`src/rtl/byte_packer_pkg.sv`:
```
// ----------------------------------------------------------------------------
// byte_packer_pkg
// Shared definitions for the byte-to-word packer.
//   BYTE_W     : width of one lane on the byte side.
//   WORD_BYTES : default number of bytes packed into one output word.
//   keep_lane  : one bit of the top-aligned keep mask. Lane i of a word that
//                is `bytes` lanes wide is valid when it is one of the top `n`
//                lanes (byte 0 lives in the most significant lane).
// ----------------------------------------------------------------------------
package byte_packer_pkg;

    localparam int BYTE_W     = 8;
    localparam int WORD_BYTES = 4;

    // Returns the mask bit for lane index i (0 = least significant lane)
    // when n bytes have been packed into a word of `bytes` lanes.
    function automatic logic keep_lane(input int unsigned bytes,
                                       input int unsigned n,
                                       input int unsigned i);
        return (i < bytes) && ((i + n) >= bytes);
    endfunction

endpackage

```
`src/rtl/byte_packer.sv`:
```
// ----------------------------------------------------------------------------
// byte_packer
// Packs a stream of bytes into BYTES-wide words, first byte in the most
// significant lane. A word is emitted when all lanes are filled or when the
// byte carrying in_last arrives; unused low lanes are zero and masked off by
// out_keep.
//
// Ports:
//   clk       : system clock, rising edge
//   rst_n     : asynchronous active-low reset
//   in_data   : incoming byte
//   in_valid  : in_data valid
//   in_last   : current byte ends the packet (qualified by in_valid)
//   in_ready  : byte accepted when in_valid && in_ready
//   out_data  : assembled word, byte k at [8*(BYTES-k)-1 -: 8]
//   out_keep  : lane mask, bit (BYTES-1-k) set for byte k
//   out_last  : word closes a packet
//   out_valid : out_data/out_keep/out_last valid
//   out_ready : word consumed when out_valid && out_ready
// ----------------------------------------------------------------------------
module byte_packer
    import byte_packer_pkg::*;
#(
    parameter int BYTES = WORD_BYTES   // must be >= 2
) (
    input  logic                  clk,
    input  logic                  rst_n,
    input  logic [BYTE_W-1:0]     in_data,
    input  logic                  in_valid,
    input  logic                  in_last,
    output logic                  in_ready,
    output logic [BYTE_W*BYTES-1:0] out_data,
    output logic [BYTES-1:0]      out_keep,
    output logic                  out_last,
    output logic                  out_valid,
    input  logic                  out_ready
);

    localparam int CNT_W = $clog2(BYTES);
    localparam int WORD_W = BYTE_W * BYTES;

    logic [CNT_W-1:0]  cnt;
    logic [WORD_W-1:0] asm_q;

    logic              accept;
    logic              complete;
    logic [WORD_W-1:0] merged;
    logic [BYTES-1:0]  keep_next;

    // Only a held, unconsumed word can block input; a word being drained this
    // cycle frees the output register for whatever completes on the same edge.
    assign in_ready = !out_valid || out_ready;
    assign accept   = in_valid && in_ready;
    assign complete = accept && (in_last || (cnt == CNT_W'(BYTES - 1)));

    // Lane write-enable decode: the incoming byte replaces lane cnt. Lanes
    // above cnt are still zero because the assembly register is cleared on
    // every completion, which gives the zero fill for short words for free.
    always_comb begin
        merged    = asm_q;
        keep_next = '0;
        for (int k = 0; k < BYTES; k++) begin
            if (cnt == CNT_W'(k)) begin
                merged[BYTE_W*(BYTES-k)-1 -: BYTE_W] = in_data;
            end
        end
        for (int i = 0; i < BYTES; i++) begin
            keep_next[i] = keep_lane(BYTES, int'(cnt) + 1, i);
        end
    end

    // Counter, assembly register and output registers. The drain clears
    // out_valid first; a completing accept on the same edge overrides it so
    // back-to-back words flow without a bubble.
    always_ff @(posedge clk or negedge rst_n) begin
        if (!rst_n) begin
            cnt       <= '0;
            asm_q     <= '0;
            out_data  <= '0;
            out_keep  <= '0;
            out_last  <= 1'b0;
            out_valid <= 1'b0;
        end else begin
            if (out_valid && out_ready) begin
                out_valid <= 1'b0;
            end
            if (accept) begin
                if (complete) begin
                    out_data  <= merged;
                    out_keep  <= keep_next;
                    out_last  <= in_last;
                    out_valid <= 1'b1;
                    cnt       <= '0;
                    asm_q     <= '0;
                end else begin
                    asm_q <= merged;
                    cnt   <= cnt + 1'b1;
                end
            end
        end
    end

endmodule

```
`config.mk`:
```
export PLATFORM = sky130hd
export DESIGN_NAME = byte_packer
export DESIGN_NICKNAME = d
export VERILOG_FILES = /design/src/rtl/byte_packer_pkg.sv /design/src/rtl/byte_packer.sv
export SDC_FILE = /design/constraint.sdc
export NUM_CORES = 1
export LEC_CHECK = 0
export ABC_AREA = 1
export BUFFER_PORTS_ARGS = -buffer_cell sky130_fd_sc_hd__buf_2
export CAP_MARGIN = 10
export CORE_MARGIN = 3
export CORE_UTILIZATION = 40
export DETAILED_ROUTE_END_ITERATION = 10
export PLACE_DENSITY_LB_ADDON = 0.15
export SETUP_SLACK_MARGIN = 0.1
export SLEW_MARGIN = 40
export SYNTH_ARGS = -nofsm -noshare
export SYNTH_HDL_FRONTEND = slang
export SYNTH_SLANG_ARGS = --single-unit
```
`constraint.sdc`:
```
create_clock -name clk -period 1.3 [get_ports clk]
set_clock_uncertainty 0.05 [all_clocks]
set_input_delay 0.065 -clock clk [delete_from_list [all_inputs] [get_ports clk]]
set_output_delay 0.065 -clock clk [all_outputs]
set_load 0.02 [all_outputs]
```
==> results.cfg, run 1 <==
[route]
antenna_left = 0
dr.pass1.iters = 4
drcViolationCount = 0
num_vias = 2904
drt-initial-drc-count = 150
post_drt_wl_per_cell_microns = 14.3
drt_wl_total_microns = 8530
vias_per_cell = 4.86

[layout]
diodes = 0
drive_gt1_share_pct = 29.5
fillers = 827
area_growth_syn_to_layout_pct = 26.1
layout.nets = 506
multi_input_area_sq_mm = 0.00148
register_area_sq_mm = 0.00181

[floorplan]
die_y_microns = 98.3
rows = 33
core_area_sq_mm = 0.00826
die-width_microns = 98.3
start_util_pct = 41.3
ios = 52
dieArea_sq_mm = 0.00966

[sta]
fin_crit_ns = 1.34
setup_viol = 58
rsz0062_at_grt = yes
layout_worst_path_cycle_share_pct = 103
worst_slack_ns = -0.0414
tns_ns = -1.08
max_freq_mhz = 746
finalMaxSlewViolations = 0
finalHoldViolations = 0
max_slew_margin_pct = 77.1
max_slew.worst_pin.slew_ns = 0.343

[critical_path]
reg2reg_depth = 7
regToRegSetupSlack_ns = -0.04
endpoint_kind = flop
start_kind = flop
r2r_start = cnt[0]
path_class = reg -> reg
r2r-end = out_data[23]
crit_path_max_fanout = 28
crit_required_ns = 1.53
cp.arrival_ns = 1.57

[outcome]
outcome = finished with violations
violations = setup timing

[global_route]
antenna_found_initial = 0
grt_pass1_wl_microns = 14900
grt_pass1_vias = 2921
grt_max_degree = 39
overflow = 0
grt_usage_pct = 19.4

[hold_path]
hp-class = in -> reg
min_to = out_keep[2]
holdPathStages = 3
min-delay-start = in_valid

[synthesis]
ys_seq_elements = 72
synthesis.area_sq_mm = 0.00341
syn_area_per_cell_sq_um = 8.15
ys_seq_area_share_pct = 52.9
synth_cell_type_count = 18
synth_cells = 418
synthesis.nets = 436
yosysWarnings = 0

[placement]
globalplace.congestion = 0.769
pre_cts_slack_ns = -0.115
place.port_buffers = 51
dp_hpwl_microns = 5690

[power]
p_leak_nw = 2.49
peakVddDrop_mv = 0.603
power-per-cell-area_mw_per_mm2 = 1590

[clock_tree]
clockRootBuffer = clkbuf_8
cts_tree = done
insertion_delay_ns = 0.34
cts_buffers = 9
cts_max_level = 3
numClockSinks = 72
cts_max_path_buffers = 2
clkTransAtPathRegs_ns = 0.07

[job]
drv_cap = 0
-- per-layer routing --
| metal | routed length [microns] | track usage [%] |
|---|---|---|
| met5 | 0 | 0 |
| met4 | 188 | 9.14 |
| met3 | 330 | 3.43 |
| met2 | 4090 | 30.7 |
| met1 | 3920 | 25.8 |
-- report_power, final --
part	leakage (nW)	switching, mW	internal, mW	total, mW
Combinational	1.42	1.41	0.817	2.23
Clock	0.0989	0.819	0.920	1.74
Sequential	0.965	0.234	2.64	2.88
Total	2.49	2.47	4.38	6.85
-- cells by family (layout without fill, tap and decap cells) --
group	Yosys count	after routing	synth area share [%]
adders and majority gates	5	5	1.84
buffers and inverters	40	114	7.67
and+or+nand+nor	300	300	37.2
DFF	72	72	52.9
AOI/OAI and AO/OA	1	1	0.477
-- repair_timing --
action / in CTS / in global routing
gates resized for setup: 26 / 27
gates cloned: 2 / 0
setup buffers: 2 / 0
hold endpoints to repair: 73 / 0
hold buffers: 2 / 0
setup endpoints to repair: 73 / 73
pin swaps: 0 / 4
-- placed cells by master, fill, tap and decap left out, drive strengths merged --
cell type	synthesis	final
nand2	238	238
inv	17	20
buf	21	76
dfrtp	72	72
nand4	1	1
dlygate4sd3	0	2
bufinv	0	1
clkinv	2	4
clkbuf	0	11
nand3	61	61
ha	5	5
a21oi	1	1
-- metrics by stage --
step	utilization [%]	hold slack, ns	cells	power, mW	area [sq um]
global placement	47.0	-0.0611	576	4.92	3880
floorplan	-	-0.281	418	4.22	3460
finish	52.0	0.0101	597	6.85	4300
detailed placement	47.0	-0.0608	576	4.96	3880
CTS	51.0	0.000123	597	6.84	4210
global route	52.0	0.0396	597	7.29	4300
-- critical path, cell delays in order (launching register included) --
cell and delay (ns):
dfrtp_2 0.46, ha_4 0.20, inv_8 0.06, nand2_8 0.07
nand3_4 0.12, buf_12 0.18, nand2_1 0.07, nand2_1 0.06
-- how the worst max path moves through the flow --
stage | startpoint | end | slack, ns | depth (start not counted)
CTS | cnt[1] | out_data[14] | -0.05 | 7
detailed placement | cnt[0] | out_data[26] | -0.11 | 7
finish | cnt[0] | out_data[23] | -0.04 | 7
global placement | cnt[1] | out_data[31] | -0.10 | 7
floorplan | cnt[0] | out_data[0] | -0.07 | 8
global route | cnt[0] | out_data[2] | -0.14 | 7
-- Yosys cell counts (all sizes together) --
library cell	count	area share (%)
buf	21	5.4
a21oi	1	0.48
nand2	238	27
nand3	61	10
clkinv	2	0.22
inv	17	2.1
ha	5	1.8
dfrtp	72	53
nand4	1	0.18
-- flip-flops by register name (all words and copies together) (netlist names) --
register and cells:
cnt 2, out_data 32, asm_q 32, out_valid 1
out_keep 4, out_last 1
-- cell type report --
type	instances	area share, %
clock buffers	11	3.29
clock inverters	4	1.05
inverters	19	2.50
multi-input cells	306	34.4
flip-flops and latches	72	42.0
well taps	105	3.06
repair buffers	78	13.0
repair inverters	2	0.640
(Power assumes the default switching activity.)
==> run 2: changes to the inputs <==
--- a/config.mk
+++ b/config.mk
@@ -7,7 +7,7 @@
 export LEC_CHECK = 0
 export ABC_AREA = 1
 export BUFFER_PORTS_ARGS = -buffer_cell sky130_fd_sc_hd__buf_2
-export CAP_MARGIN = 10
+export CAP_MARGIN = 20
 export CORE_MARGIN = 3
 export CORE_UTILIZATION = 40
 export DETAILED_ROUTE_END_ITERATION = 10
==> constraint.sdc (replaced) <==
create_clock -name clk -period 1.4 [get_ports clk]
set_clock_uncertainty 0.05 [all_clocks]
set_input_delay 0.07 -clock clk [delete_from_list [all_inputs] [get_ports clk]]
set_output_delay 0.07 -clock clk [all_outputs]
set_load 0.02 [all_outputs]
==> results.cfg, run 2 (synthesized netlist as in run 1, its figures left out) <==
[sta]
max_slew_margin_pct = 71.7
finalMaxSlewViolations = 0
setup_viol = 0
fin_worst_hold_slack_ns = 0.0346
max_slew.worst_pin.slew_ns = 0.425
fin_crit_ns = 1.38
layout_worst_path_cycle_share_pct = 98.7
max_freq_mhz = 724
rsz0062_at_grt = yes
finalHoldViolations = 0

[route]
drt-initial-drc-count = 139
num_vias = 2979
antenna_left = 0
post_drt_wl_per_cell_microns = 15.2
drt_wl_total_microns = 9190
vias_per_cell = 4.94
dr.pass1.iters = 4
drcViolationCount = 0

[clock_tree]
clkTransAtPathRegs_ns = 0.07
cts_tree = done
numClockSinks = 72
cts_buffers = 9
insertion_delay_ns = 0.35
cts_max_level = 3
cts_max_path_buffers = 2
clockRootBuffer = clkbuf_8

[critical_path]
endpoint_kind = flop
cp.arrival_ns = 1.62
path_class = reg -> reg
critPathTopFamily = flip-flops
crit_buf_inv = 3
path_common_cell = nand2_1
crit_chain = buf_6 > inv_8 > ha_4 > buf_8 > nand2_1 > nand2_2 > nand3_1 > nand2_1
crit_path_top_delay_cell = dfrtp_2
start_kind = flop
crit_path_max_fanout = 8
critical_path.max_stage_delay_ns = 0.43
reg2reg_depth = 8
regToRegSetupSlack_ns = 0.02
crit_required_ns = 1.64
r2r_start = cnt[1]
r2r-end = out_data[26]

[global_route]
antenna_found_initial = 0
grt_pass1_wl_microns = 15000
overflow = 0
grt_pass1_vias = 2964
grt_usage_pct = 19.4
grt_max_degree = 73

[floorplan]
ios = 52
rows = 33
start_util_pct = 41.3
core_area_sq_mm = 0.00826
die_y_microns = 98.3
die-width_microns = 98.3
dieArea_sq_mm = 0.00966

[placement]
dp_hpwl_microns = 5410
placement.cell_area_sq_mm = 0.00381
globalplace.congestion = 0.803
place.port_buffers = 51

[layout]
multi_input_area_sq_mm = 0.00171
largest_registers = asm_q: 32 flops, out_data: 32 flops, out_keep: 4 flops
fillers = 762
register_area_sq_mm = 0.00180
mostFrequentLayoutCell = nand2_1
drive_gt1_share_pct = 42.2
final_cell_mix = nand2_1, dfrtp_1, nand2_2, buf_2, nand3_1
final_area_sq_mm = 0.00465
layout.nets = 511
diodes = 0
area_growth_syn_to_layout_pct = 36.4

[hold_path]
hp-class = in -> reg
min_to = out_valid
holdPathStages = 4
min-delay-start = out_ready

[job]
drv_cap = 0

[outcome]
outcome = finished clean

[power]
peakVddDrop_mv = 0.599
p_leak_nw = 2.58
power-per-cell-area_mw_per_mm2 = 1430
-- run 2: power by group --
group | switching [mW] | internal (mW)
Sequential | 0.243 | 2.45
Combinational | 1.47 | 0.912
Clock | 0.789 | 0.782
-- run 2: what timing repair did --
action / CTS / global route
setup buffers: 11 / 1
cloned: 3 / 2
hold buffers: 3 / 0
pin swaps: 13 / 29
gates resized for setup: 68 / 77
hold endpoints to repair: 74 / 0
setup endpoints to repair: 72 / 73
-- run 2: per-stage QoR --
stage               setup TNS [ns]  total power [mW]  worst slack, ns  utilization (%)  cells
floorplan                        0              3.91           0.0213                -    418
global placement                 0              4.49           0.0299             46.1    570
detailed placement         -0.0340              4.51         -0.00690             46.1    570
CTS                              0              6.40           0.0570             53.2    602
global route                -0.393              7.01          -0.0213             56.3    603
finish                           0              6.64           0.0189             56.3    603
-- run 2: how the worst max path moves through the flow --
stage | from | endpoint | slack [ns] | depth (start not counted)
finish | cnt[1] | out_data[26] | 0.02 | 8
global route | cnt[0] | out_data[26] | -0.02 | 8
CTS | cnt[0] | out_data[22] | 0.06 | 8
detailed placement | cnt[0] | out_data[22] | -0.007 | 7
floorplan | cnt[0] | out_keep[2] | 0.02 | 8
global placement | cnt[0] | out_data[14] | 0.03 | 7
-- run 2: layout make-up --
cell class | instances | share of cell area [%]
Inverter | 19 | 2.91
Clock buffer | 13 | 3.63
Sequential cell | 72 | 38.8
Tap cell | 105 | 2.83
Timing Repair inverter | 1 | 0.242
Clock inverter | 3 | 0.323
Timing Repair Buffer | 84 | 14.6
Multi-Input combinational cell | 306 | 36.7
-- run 2: metal layers --
layer / track usage [%] / vias up / part of all wire [%]
met1: 27.3 / 1435 / 46
met3: 3.14 / 14 / 4.7
met4: 7.14 / 0 / 1.9
li1: - / 1451 / -
met2: 30.4 / 79 / 47
met5: 0 / - / 0
-- run 2: worst reg2reg max path, delay by kind of cell, from the launching register on --
family | cells | cell delay, ns
flops | 1 | 0.43
buf+inv | 3 | 0.36
simple gates | 4 | 0.31
fa+ha+maj | 1 | 0.17
==> run 3: changes to the inputs <==
--- a/config.mk
+++ b/config.mk
@@ -8,11 +8,13 @@
 export ABC_AREA = 1
 export BUFFER_PORTS_ARGS = -buffer_cell sky130_fd_sc_hd__buf_2
 export CAP_MARGIN = 20
+export CORE_ASPECT_RATIO = 0.5
 export CORE_MARGIN = 3
 export CORE_UTILIZATION = 40
 export DETAILED_ROUTE_END_ITERATION = 10
 export PLACE_DENSITY_LB_ADDON = 0.15
 export SETUP_SLACK_MARGIN = 0.1
+export SKIP_CTS_REPAIR_TIMING = 1
 export SLEW_MARGIN = 40
 export SYNTH_ARGS = -nofsm -noshare
 export SYNTH_HDL_FRONTEND = slang
==> results.cfg, run 3 (synthesized netlist as in run 1, its figures left out) <==
[sta]
fin_crit_ns = 1.37
finalMaxSlewViolations = 0
max_slew.worst_pin.slew_ns = 0.352
rsz0062_at_grt = yes
max_freq_mhz = 730
setup_viol = 0
finalHoldViolations = 0
layout_worst_path_cycle_share_pct = 97.8
max_slew_margin_pct = 76.5
tns_ns = 0

[critical_path]
path_class = reg -> reg
path_common_cell = nand2_1
regToRegSetupSlack_ns = 0.03
crit_path_top_delay_cell = dfrtp_2
critical_path.max_stage_delay_ns = 0.47
cp.arrival_ns = 1.59
endpoint_kind = flop
start_kind = flop
crit_required_ns = 1.62
crit_path_max_fanout = 30
crit_chain = ha_4 > inv_8 > nand2_8 > nand3_4 > buf_12 > nand2_1 > nand2_1

[global_route]
grt.busiest_layer = met1
grtUsageMet3_pct = 4.98
gr-usage-met2_pct = 24.8
grt_pass1_vias = 2677
grt_max_degree = 41
grt_usage_pct = 18.5
antenna_found_initial = 0
grt_pass1_wl_microns = 14000
overflow = 0
grtUsageMet1_pct = 28.7

[layout]
register_area_sq_mm = 0.00180
final_area_sq_mm = 0.00432
layout.nets = 498
multi_input_area_sq_mm = 0.00147
drive_gt1_share_pct = 27.4
area_growth_syn_to_layout_pct = 26.7
fillers = 804
largest_registers = asm_q: 32 flops, out_data: 32 flops, out_keep: 4 flops
diodes = 0
mostFrequentLayoutCell = nand2_1
final_cell_mix = nand2_1, dfrtp_1, nand3_1, buf_2, nand2_2
final_util_pct = 53.0

[power]
power-per-cell-area_mw_per_mm2 = 1630
p_leak_nw = 2.48
switchingPower_mw = 2.39
total_power_mw = 7.04
clkPwrFrac_pct = 33.5
intPower_mw = 4.65
sequentialPowerShare_pct = 38.2
peakVddDrop_mv = 0.900
swShare_pct = 34.0
pwr-share-comb_pct = 28.3

[clock_tree]
cts_buffers = 9
cts_max_path_buffers = 2
cts_tree = done
cts_max_level = 3
insertion_delay_ns = 0.33
clockRootBuffer = clkbuf_16
numClockSinks = 72
clkTransAtPathRegs_ns = 0.06

[route]
post_drt_wl_per_cell_microns = 14.1
drt-initial-drc-count = 209
drcViolationCount = 0
drt_wl_total_microns = 8410
vias_per_cell = 4.72
num_vias = 2815
dr.pass1.iters = 4
antenna_left = 0

[floorplan]
rows = 23
start_util_pct = 41.8
die-width_microns = 137
ios = 52
dieArea_sq_mm = 0.00973
die_y_microns = 71.3
core_area_sq_mm = 0.00814

[placement]
dp_hpwl_microns = 5550
place.port_buffers = 51
placement.cell_area_sq_mm = 0.00385
globalplace.congestion = 0.770

[outcome]
outcome = finished clean

[hold_path]
hp-class = in -> reg

[job]
drv_cap = 0
[run 3: routing by layer]
metal / part of all wire [%] / up-vias
met5: 0 / -
met2: 42 / 67
met1: 52 / 1320
met4: 0.70 / 0
met3: 5.9 / 5
li1: - / 1423
[run 3: path summary, 6_finish.rpt]
path / startpoint / endpoint / cells after the start
max: cnt[1] / out_last / 7
min in group asynchronous: rst_n / out_data[9] / 2
min reg2reg: out_data[5] / out_data[5] / 2
max in group asynchronous: rst_n / cnt[0] / 3
max reg2reg: cnt[1] / out_last / 7
min: in_valid / out_keep[2] / 3
[run 3: through the flow]
step	worst slack, ns	cells	hold slack (ns)
after global placement	0.0236	578	-0.0589
after global routing	-0.0174	597	0.0180
after detailed placement	0.0120	578	-0.0568
after floorplan	0.0213	418	-0.276
final	0.0308	597	0.00422
after CTS	-0.00251	594	-0.417
[run 3: critical path, delay by kind of cell (launching register included)]
kind / cells / cell delay, ns
and+or+nand+nor: 4 / 0.33
buffers and inverters: 2 / 0.24
adders and majority gates: 1 / 0.21
DFF: 1 / 0.47
[run 3: area by class of cell]
class,instances,share of cell area [%]
timing repair buffer,72,11.6
clock buffer,11,5.86
tap,112,3.25
sequential,72,41.8
clock inverter,5,1.28
inverter,19,2.23
multi-input combinational,306,34.0
[run 3: power by group through the flow]
stage	logic (mW)	clock network, mW	registers (mW)
floorplan	0.913	0	2.99
global placement	1.84	0	2.69
detailed placement	1.86	0	2.68
CTS	1.87	2.41	2.65
global route	2.21	2.51	2.74
finish	1.99	2.36	2.69
